### src/rtl/uart_pkg.sv
// Shared UART definitions: FSM state encodings, data width, framing constants.
// Optional second stop bit is enabled with the UART_TX_TWO_STOP_EN macro.
package uart_pkg;

    localparam int unsigned DATA_WIDTH = 8;
    localparam int unsigned CNT_WIDTH  = 3;

    localparam logic START_BIT = 1'b0;
    localparam logic STOP_BIT  = 1'b1;

    // Gray-like encoding so adjacent states differ in one bit.
    typedef enum logic [2:0] {
        StIdle   = 3'b000,
        StStart  = 3'b001,
        StData   = 3'b011,
        StParity = 3'b010,
`ifdef UART_TX_TWO_STOP_EN
        StStop2  = 3'b111,
`endif
        StStop   = 3'b110
    } uart_state_e;

    // Parity bit for a byte: even (typ=0) or odd (typ=1).
    function automatic logic calc_parity(input logic [DATA_WIDTH-1:0] data, input logic typ);
        return (^data) ^ typ;
    endfunction

endpackage

### src/rtl/uart_tx_if.sv
// Parallel request / serial output bundle for the UART transmitter.
interface uart_tx_if;
    import uart_pkg::*;

    logic [DATA_WIDTH-1:0] p_data;
    logic                  data_valid;
    logic                  par_en;
    logic                  par_typ;
    logic                  tx_out;
    logic                  busy;

    modport master (
        output p_data, data_valid, par_en, par_typ,
        input  tx_out, busy
    );

    modport slave (
        input  p_data, data_valid, par_en, par_typ,
        output tx_out, busy
    );

endinterface

### src/rtl/uart_tx_serializer.sv
// Byte shift register, bit counter and parity latch for the UART transmitter.
module uart_tx_serializer
    import uart_pkg::*;
(
    input  logic                  clk,
    input  logic                  rst,
    input  logic                  i_load,
    input  logic                  i_shift,
    input  logic [DATA_WIDTH-1:0] i_data,
    input  logic                  i_par_typ,
    output logic                  o_lsb,
    output logic                  o_next,
    output logic                  o_parity,
    output logic                  o_done
);

    logic [DATA_WIDTH-1:0] r_shift;
    logic [CNT_WIDTH-1:0]  r_cnt;
    logic                  r_parity;

    // Latch the byte and its parity on load; advance one bit per shift.
    always_ff @(posedge clk or negedge rst) begin
        if (!rst) begin
            r_shift  <= '0;
            r_cnt    <= '0;
            r_parity <= 1'b0;
        end else if (i_load) begin
            r_shift  <= i_data;
            r_cnt    <= '0;
            r_parity <= calc_parity(i_data, i_par_typ);
        end else if (i_shift) begin
            r_shift  <= {1'b0, r_shift[DATA_WIDTH-1:1]};
            r_cnt    <= r_cnt + 1'b1;
        end
    end

    // o_lsb is the bit currently due; o_next is the one after a shift.
    assign o_lsb    = r_shift[0];
    assign o_next   = r_shift[1];
    assign o_parity = r_parity;
    assign o_done   = (r_cnt == CNT_WIDTH'(DATA_WIDTH - 1));

endmodule

### src/rtl/uart_tx.sv
// UART transmitter: one serial bit per clk, optional parity, one stop bit
// (two with UART_TX_TWO_STOP_EN defined). Outputs are registered.
module uart_tx
    import uart_pkg::*;
(
    input  logic     clk,
    input  logic     rst,
    uart_tx_if.slave bus
);

    uart_state_e r_state;
    logic        r_tx;
    logic        r_busy;
    logic        r_par_en;

    logic w_load;
    logic w_shift;
    logic w_lsb;
    logic w_next;
    logic w_parity;
    logic w_done;

    assign w_load  = (r_state == StIdle) && bus.data_valid;
    assign w_shift = (r_state == StData) && !w_done;

    uart_tx_serializer u_serializer (
        .clk       (clk),
        .rst       (rst),
        .i_load    (w_load),
        .i_shift   (w_shift),
        .i_data    (bus.p_data),
        .i_par_typ (bus.par_typ),
        .o_lsb     (w_lsb),
        .o_next    (w_next),
        .o_parity  (w_parity),
        .o_done    (w_done)
    );

    // Frame sequencer; tx/busy are loaded with the value of the state being entered.
    always_ff @(posedge clk or negedge rst) begin
        if (!rst) begin
            r_state  <= StIdle;
            r_tx     <= STOP_BIT;
            r_busy   <= 1'b0;
            r_par_en <= 1'b0;
        end else begin
            case (r_state)
                StIdle: begin
                    if (bus.data_valid) begin
                        r_state  <= StStart;
                        r_tx     <= START_BIT;
                        r_busy   <= 1'b1;
                        r_par_en <= bus.par_en;
                    end else begin
                        r_tx   <= STOP_BIT;
                        r_busy <= 1'b0;
                    end
                end
                StStart: begin
                    r_state <= StData;
                    r_tx    <= w_lsb;
                end
                StData: begin
                    if (!w_done) begin
                        r_tx <= w_next;
                    end else if (r_par_en) begin
                        r_state <= StParity;
                        r_tx    <= w_parity;
                    end else begin
                        r_state <= StStop;
                        r_tx    <= STOP_BIT;
                    end
                end
                StParity: begin
                    r_state <= StStop;
                    r_tx    <= STOP_BIT;
                end
`ifdef UART_TX_TWO_STOP_EN
                StStop: begin
                    r_state <= StStop2;
                    r_tx    <= STOP_BIT;
                end
                StStop2: begin
                    r_state <= StIdle;
                    r_tx    <= STOP_BIT;
                    r_busy  <= 1'b0;
                end
`else
                StStop: begin
                    r_state <= StIdle;
                    r_tx    <= STOP_BIT;
                    r_busy  <= 1'b0;
                end
`endif
                default: begin
                    r_state <= StIdle;
                    r_tx    <= STOP_BIT;
                    r_busy  <= 1'b0;
                end
            endcase
        end
    end

    assign bus.tx_out = r_tx;
    assign bus.busy   = r_busy;

endmodule

### src/flat_wrapper.sv
// flat-port wrapper written by rule: the top's interface ports become plain ports
module uart_tx_flat import uart_pkg::*;
  (clk, rst, bus_p_data, bus_data_valid, bus_par_en, bus_par_typ, bus_tx_out, bus_busy);
  uart_tx_if bus_i ();
  input  logic clk;
  input  logic rst;
  input wire logic [$bits(bus_i.p_data)-1:0] bus_p_data;
  input wire logic [$bits(bus_i.data_valid)-1:0] bus_data_valid;
  input wire logic [$bits(bus_i.par_en)-1:0] bus_par_en;
  input wire logic [$bits(bus_i.par_typ)-1:0] bus_par_typ;
  output wire logic [$bits(bus_i.tx_out)-1:0] bus_tx_out;
  output wire logic [$bits(bus_i.busy)-1:0] bus_busy;
  assign bus_i.p_data = bus_p_data;
  assign bus_i.data_valid = bus_data_valid;
  assign bus_i.par_en = bus_par_en;
  assign bus_i.par_typ = bus_par_typ;
  assign bus_tx_out = bus_i.tx_out;
  assign bus_busy = bus_i.busy;
  uart_tx u_core (.clk(clk), .rst(rst), .bus(bus_i));
endmodule
### config.mk
export PLATFORM = sky130hd
export DESIGN_NAME = uart_tx_flat
export DESIGN_NICKNAME = d
export VERILOG_FILES = /design/src/rtl/uart_pkg.sv /design/src/rtl/uart_tx_if.sv /design/src/rtl/uart_tx_serializer.sv /design/src/rtl/uart_tx.sv /design/src/flat_wrapper.sv
export SDC_FILE = /design/constraint.sdc
export NUM_CORES = 1
export LEC_CHECK = 0
export ABC_CLOCK_PERIOD_IN_PS = 3050
export CORE_MARGIN = 1
export CORE_UTILIZATION = 45
export CTS_CLUSTER_DIAMETER = 30
export CTS_CLUSTER_SIZE = 40
export DETAILED_ROUTE_END_ITERATION = 10
export GPL_TIMING_DRIVEN = 0
export PLACE_DENSITY = 0.72
export SLEW_MARGIN = 20
export SYNTH_ARGS = -nofsm -noshare
export SYNTH_HDL_FRONTEND = slang
export SYNTH_HIERARCHICAL = 1
export SYNTH_SLANG_ARGS = --single-unit
### constraint.sdc
create_clock -name clk -period 3.05 [get_ports clk]
set_input_delay 0.4575 -clock clk [delete_from_list [all_inputs] [get_ports clk]]
set_output_delay 0.4575 -clock clk [all_outputs]
set_load 0.03 [all_outputs]
==> results of run 1 <==
-- registers in the layout (all words and copies together) (netlist names) --
register                      count
u_core/u_serializer/r_shift       8
u_core/r_state                    3
u_core/u_serializer/r_cnt         3
u_core/bus.busy                   1
u_core/bus.tx_out                 1
u_core/r_par_en                   1
u_core/u_serializer/o_parity      1
-- report_power, final --
part	internal, W	switching [W]
Clock	0.0000726	0.0000691
Combinational	0.000215	0.000180
Sequential	0.000353	0.0000833
Total	0.000641	0.000333
-- area by class of cell --
type                       count  area [um^2]  share of cell area
buffer                         3         12.5              0.0112
clock buffer                   4         36.3              0.0325
inverter                       1         3.75             0.00336
multi-input combinational     57          442               0.395
sequential                    18          452               0.404
tap                           25         31.3              0.0280
timing repair buffer          14          140               0.125
-- cells in the mapped netlist (2+ instances only) --
cell,instances,area share
dfrtp_1,17,0.47
mux2i_1,9,0.099
nand2_1,9,0.037
o21ai_0,8,0.044
nor2_1,7,0.029
xnor2_1,5,0.048
a21oi_1,2,0.011
clkbuf_1,2,0.0083
ha_1,2,0.028
mux2_4,2,0.033
-- through the flow --
stage / instance area (um^2) / utilization
after floorplan: 910 / -
after global placement: 1080 / 0.600
after detailed placement: 1080 / 0.600
after CTS: 1120 / 0.620
after global routing: 1120 / 0.620
final: 1120 / 0.620
-- metal layers --
| layer | track usage | part of all wire | vias up |
|---|---|---|---|
| met5 | 0 | 0 | - |
| met4 | 0.0857 | 0.019 | 0 |
| met3 | 0.0462 | 0.042 | 4 |
| met2 | 0.261 | 0.48 | 15 |
| met1 | 0.204 | 0.46 | 302 |
| li1 | - | - | 311 |
-- worst max-delay path, stage by stage (launching register included) --
cell and delay [ns]:
dfrtp_1 0.41, ha_1 0.21, ha_1 0.24, and4bb_2 0.34
buf_2 0.30, mux2i_1 0.21, o21ai_0 0.10
-- cell families after synthesis --
logic type      Yosys count  share of synthesized area
compound gates           14                     0.0935
xor+xnor                  8                      0.100
fa+ha+maj                 2                     0.0275
buf+inv                   4                     0.0179
flops                    18                      0.497
mux                      11                      0.132
simple gates             22                      0.132
-- final timing paths --
| path | startpoint | to | slack, ns | depth (start not counted) |
|---|---|---|---|---|
| max | u_core/u_serializer/r_cnt[0]$_DFFE_PN0P_ | u_core/u_serializer/r_shift[6]$_DFFE_PN0P_ | 1.12 | 6 |
| min | u_core/bus.busy$_DFFE_PN0N_ | u_core/bus.busy$_DFFE_PN0N_ | 0.48 | 1 |
| max reg2reg | u_core/u_serializer/r_cnt[0]$_DFFE_PN0P_ | u_core/u_serializer/r_shift[6]$_DFFE_PN0P_ | 1.12 | 6 |
| min reg2reg | u_core/bus.busy$_DFFE_PN0N_ | u_core/bus.busy$_DFFE_PN0N_ | 0.48 | 1 |
| max in group asynchronous | rst | u_core/r_state[0]$_DFFE_PN0P_ | 1.95 | 1 |
| min in group asynchronous | rst | u_core/r_state[2]$_DFFE_PN0P_ | 0.62 | 1 |
==> key figures, run 1 <==
Global routing
  • Global router's overall resource usage: 0.165
  • Largest net degree at the start of global routing: 19
  • Number of global-route vias before repair: 564
  • Remaining global-route overflow: 0
  • First-pass GRT wire length: between 2000 and 2500 um
  • Initial antenna violation count: 0

Cells and area
  • Nets: ~110
  • Layout area overhead: 22.8%
  • Commonest non-fill, non-tap cells in the layout: dfrtp_1, clkdlybuf4s50_1, nand2_1, mux2i_1, o21ai_0
  • Fill count: between 150 and 200
  • # diodes: 0
  • Share of cells above drive strength 1: 0.144
  • Final Non-Filler Cells: around 120
  • Most common cell after layout, fill and taps aside: dfrtp_1

Placed design
  • Placer's final routability congestion estimate: around 0.70
  • Dpl ws: about 0.94 ns
  • Hpwl dp: 1100 um
  • Placed insts: approximately 120
  • Number of I/O port buffers: 14

Worst setup path
  • Crit Path Class: flop to flop
  • Crit path max fanout: 10
  • Worst Setup End Kind: flop
  • Critical Path AT: ~2.1 ns
  • WP data required: between 3 and 4 ns
  • Startpoint types: flop

Floorplan
  • # rows: 15
  • Die H: 47.0 um
  • Core Area: between 1500 and 2000 um^2
  • Initial Util: 0.505
  • Full die area: between 2000 and 2500 um^2
  • Die X: 47.0 um
  • # IOs: 15

Clock tree
  • Clk root buf: clkbuf_4
  • Clock Latency Late Sink: ~0.28 ns
  • Gates resized, CTS repair: 0
  • CTS tree: built
  • Number of buffers created by CTS: 3
  • Clock Path Buffers: 2
  • H-tree depth: 1
  • CTS Hold Bufs: 0
  • # clock sinks: 18
  • Setup repair bufs after CTS: 0
  • Reg clk slew, reported paths: approximately 0.10 ns

Power and ir drop
  • Lkg Pwr: ~0.48 nW
  • Pwr Density: around 870 nW/um^2
  • VDD IR max: approximately 0.46 mV
  • PnR Total Power: 0.000973 W

Outcome
  • Outcome: complete, no violations

Detailed routing
  • Initial DRT Pass Iterations: 5
  • Via count: 632
  • Vias/cell: 5.18
  • Residual DRC: 0
  • Routed len/inst: roughly 12 um
  • Routed wire length: 1500 um
  • Post-DRT Antenna Nets: 0
  • Initial DRC count: 7

Yosys
  • FF+latch count, synth: 18
  • Synth unique cells: 26
  • Mapped Cells: between 70 and 80
  • Dominant synthesized flop cell: dfrtp_1
  • Mapped cell area: between 900 and 1000 um^2
  • Post-Synthesis Net Count: between 90 and 100
  • Mean post-synth cell area: approximately 12 um^2
  • Post-synth EDFFs: 0
  • Warnings, synthesis: 6
  • Fraction of registers with async set/reset: 1.00
  • Register area share after synthesis: 0.497

Timing
  • Highest Clock Rate: between 500 and 600 MHz
  • Worst relative slew slack: 0.479
  • Worst hold slack: between 0.4 and 0.5 ns
  • Count of final setup violators: 0
  • Setup TNS: 0 ns
  • Clk_skew: roughly 0.0025 ns
  • RSZ-0062 raised after global routing: false
  • Setup ws final: 1.12 ns
  • Least-Margin Pin Slew: around 0.78 ns
  • Minimum clock period: a little under 2 ns
  • Final hold vios: 0
  • Number of max-slew violations in the final report: 0
  • Fin crit share: 0.633

Job
  • Max-Cap Viols: 0

Min path
  • Hold/Removal Path Class: flop to flop
(Power assumes the default switching activity.)
==> run 2, diff against run 1 <==
ABC_CLOCK_PERIOD_IN_PS = 1800   (was 3050)
clock period = 1.8 ns   (was 3.05 ns; I/O delays follow)
==> run 2 against run 1 <==
First-iteration DRC count grew 14%. Final area grew 2.5%. Clock skew grew 0.0012 ns. Critical endpoint is now bus_tx_out. Wire length grew 2.3%. Global-route usage grew 0.080 points. Worst hold slack lost 0.056 ns.
==> key figures, run 2 (synthesis gave the netlist of run 1 again) <==
Outcome
  • Outcome: complete, no violations

Cells and area
  • Commonest non-fill, non-tap cells in the layout: dfrtp_1, clkdlybuf4s50_1, nand2_1, mux2i_1, o21ai_0
  • Nets: about 120
  • Most common cell after layout, fill and taps aside: dfrtp_1
  • Largest register FFs: 8
  • # diodes: 0
  • Biggest register: u_core/u_serializer/r_shift
  • Post-Route Utilization: 0.635
  • Largest regs: u_core/u_serializer/r_shift: 8 flops, u_core/r_state: 3 flops, u_core/u_serializer/r_cnt: 3 flops
  • Layout area overhead: 25.9%
  • Share of cells above drive strength 1: 0.172
  • Fill count: between 150 and 200

Placed design
  • Dpl ws: -0.119 ns
  • Number of I/O port buffers: 14
  • Hpwl dp: 1100 um
  • Placer's final routability congestion estimate: 0.699

Floorplan
  • Die X: around 47 um
  • Full die area: approximately 2200 um^2
  • Initial Util: 0.505
  • Die H: 47.0 um
  • # rows: 15
  • Core Area: 1800 um^2
  • # IOs: 15

Job
  • Max-Cap Viols: 0

Worst setup path
  • R2r setup slk: ~0.090 ns
  • Max incr delay on CP: around 0.65 ns
  • Startpoint types: flop
  • WP buf/inv: 1
  • WP data required: approximately 1.5 ns
  • Worst Setup End Kind: output port
  • Cell breakdown of the critical path: clkdlybuf4s50_1
  • Crit path max fanout: 1
  • Critical Path AT: approximately 1.5 ns
  • Slowest-stage cell, CP: clkdlybuf4s50_1
  • Kind of cell adding the most delay to the critical path: buffers and inverters
  • Crit Path Class: flop to output port

Clock tree
  • Clk root buf: clkbuf_4
  • CTS Hold Bufs: 0
  • H-tree depth: 1
  • # clock sinks: 18
  • Clock Path Buffers: 2
  • CTS tree: built
  • Reg clk slew, reported paths: approximately 0.10 ns
  • Number of buffers created by CTS: 3
  • Clock Latency Late Sink: 0.29 ns

Timing
  • Least-Margin Pin Slew: between 0.7 and 0.8 ns
  • Minimum clock period: between 1.5 and 2 ns
  • Number of max-slew violations in the final report: 0
  • Setup ws final: between 0.06 and 0.07 ns
  • Highest Clock Rate: between 500 and 600 MHz
  • Clk_skew: approximately 0.0037 ns
  • RSZ-0062 raised after global routing: false
  • Count of final setup violators: 0
  • Fin crit share: 0.963
  • Final hold vios: 0
  • Worst relative slew slack: 0.480

Global routing
  • Initial antenna violation count: 0
  • Number of global-route vias before repair: 575
  • Remaining global-route overflow: 0
  • Largest net degree at the start of global routing: 19
  • Global router's overall resource usage: 0.165
  • First-pass GRT wire length: approximately 2500 um

Power and ir drop
  • Pwr Density: about 1500 nW/um^2
  • Lkg Pwr: between 0.4 and 0.5 nW
  • VDD IR max: just under 0.8 mV

Detailed routing
  • Residual DRC: 0
  • Vias/cell: slightly above 5
  • Initial DRT Pass Iterations: 5
  • Routed len/inst: 12.4 um
  • Initial DRC count: 8
  • Routed wire length: between 1500 and 2000 um
  • Via count: between 600 and 700
  • Post-DRT Antenna Nets: 0

Min path
  • Hold/Removal Path Class: input pin to asynchronous set/reset pin
run 2: cell types whose count changed in the layout (fill, tap and decap cells not counted), sizes merged:
cell,previous run,this run
buf,1,3
run 2: metal layers:
layer / vias to the layer above / share of wire / wire length [um] / GRT usage
met5: - / 0 / 0 / 0
met3: 4 / 0.039 / 60 / 0.0462
met4: 0 / 0.019 / 29 / 0.0857
li1: 315 / - / - / -
met1: 304 / 0.47 / 716 / 0.202
met2: 12 / 0.47 / 729 / 0.267
run 2: report_power, final:
group / internal (W) / switching (W)
combinational: 0.000411 / 0.000321
clock: 0.000123 / 0.000118
sequential: 0.000598 / 0.000139
run 2: layout make-up:
type                    count  area, um^2  area share
multi-input cells          57         444       0.388
well taps                  25        31.3      0.0273
flip-flops and latches     18         452       0.395
repair buffers             16         155       0.136
clock buffers               4        36.3      0.0317
plain buffers               3        22.5      0.0197
inverters                   1        3.75     0.00328
run 2: path summary, 6_finish.rpt:
path,to,cells past startpoint,start
setup / recovery,bus_tx_out,1,u_core/bus.tx_out$_DFF_PN1_
hold / removal,u_core/r_state[2]$_DFFE_PN0P_,1,rst
setup reg to reg,u_core/u_serializer/r_shift[6]$_DFFE_PN0P_,6,u_core/u_serializer/r_cnt[0]$_DFFE_PN0P_
hold reg to reg,u_core/bus.busy$_DFFE_PN0N_,1,u_core/bus.busy$_DFFE_PN0N_
max in group asynchronous,u_core/r_state[0]$_DFFE_PN0P_,1,rst
min in group clk,u_core/bus.busy$_DFFE_PN0N_,1,u_core/bus.busy$_DFFE_PN0N_
run 2: repair_timing:
item / 4_1_cts / 5_1_grt
resized for setup: 2 / 2
buffers inserted: 1 / 1
pin swaps: 1 / 1
cloned: 0 / 0
endpoints found under the setup margin: 10 / 9
run 2: stage by stage:
step | power [W] | hold slack (ns) | instance area (um^2) | setup TNS, ns | std cells
after floorplan | 0.00123 | -0.0256 | 910 | 0 | 79
after global placement | 0.00139 | 0.463 | 1080 | -0.817 | 118
after detailed placement | 0.00142 | 0.467 | 1080 | -1.02 | 118
after CTS | 0.00170 | 0.452 | 1130 | 0 | 123
after global routing | 0.00184 | 0.492 | 1140 | 0 | 124
final | 0.00171 | 0.428 | 1140 | 0 | 124
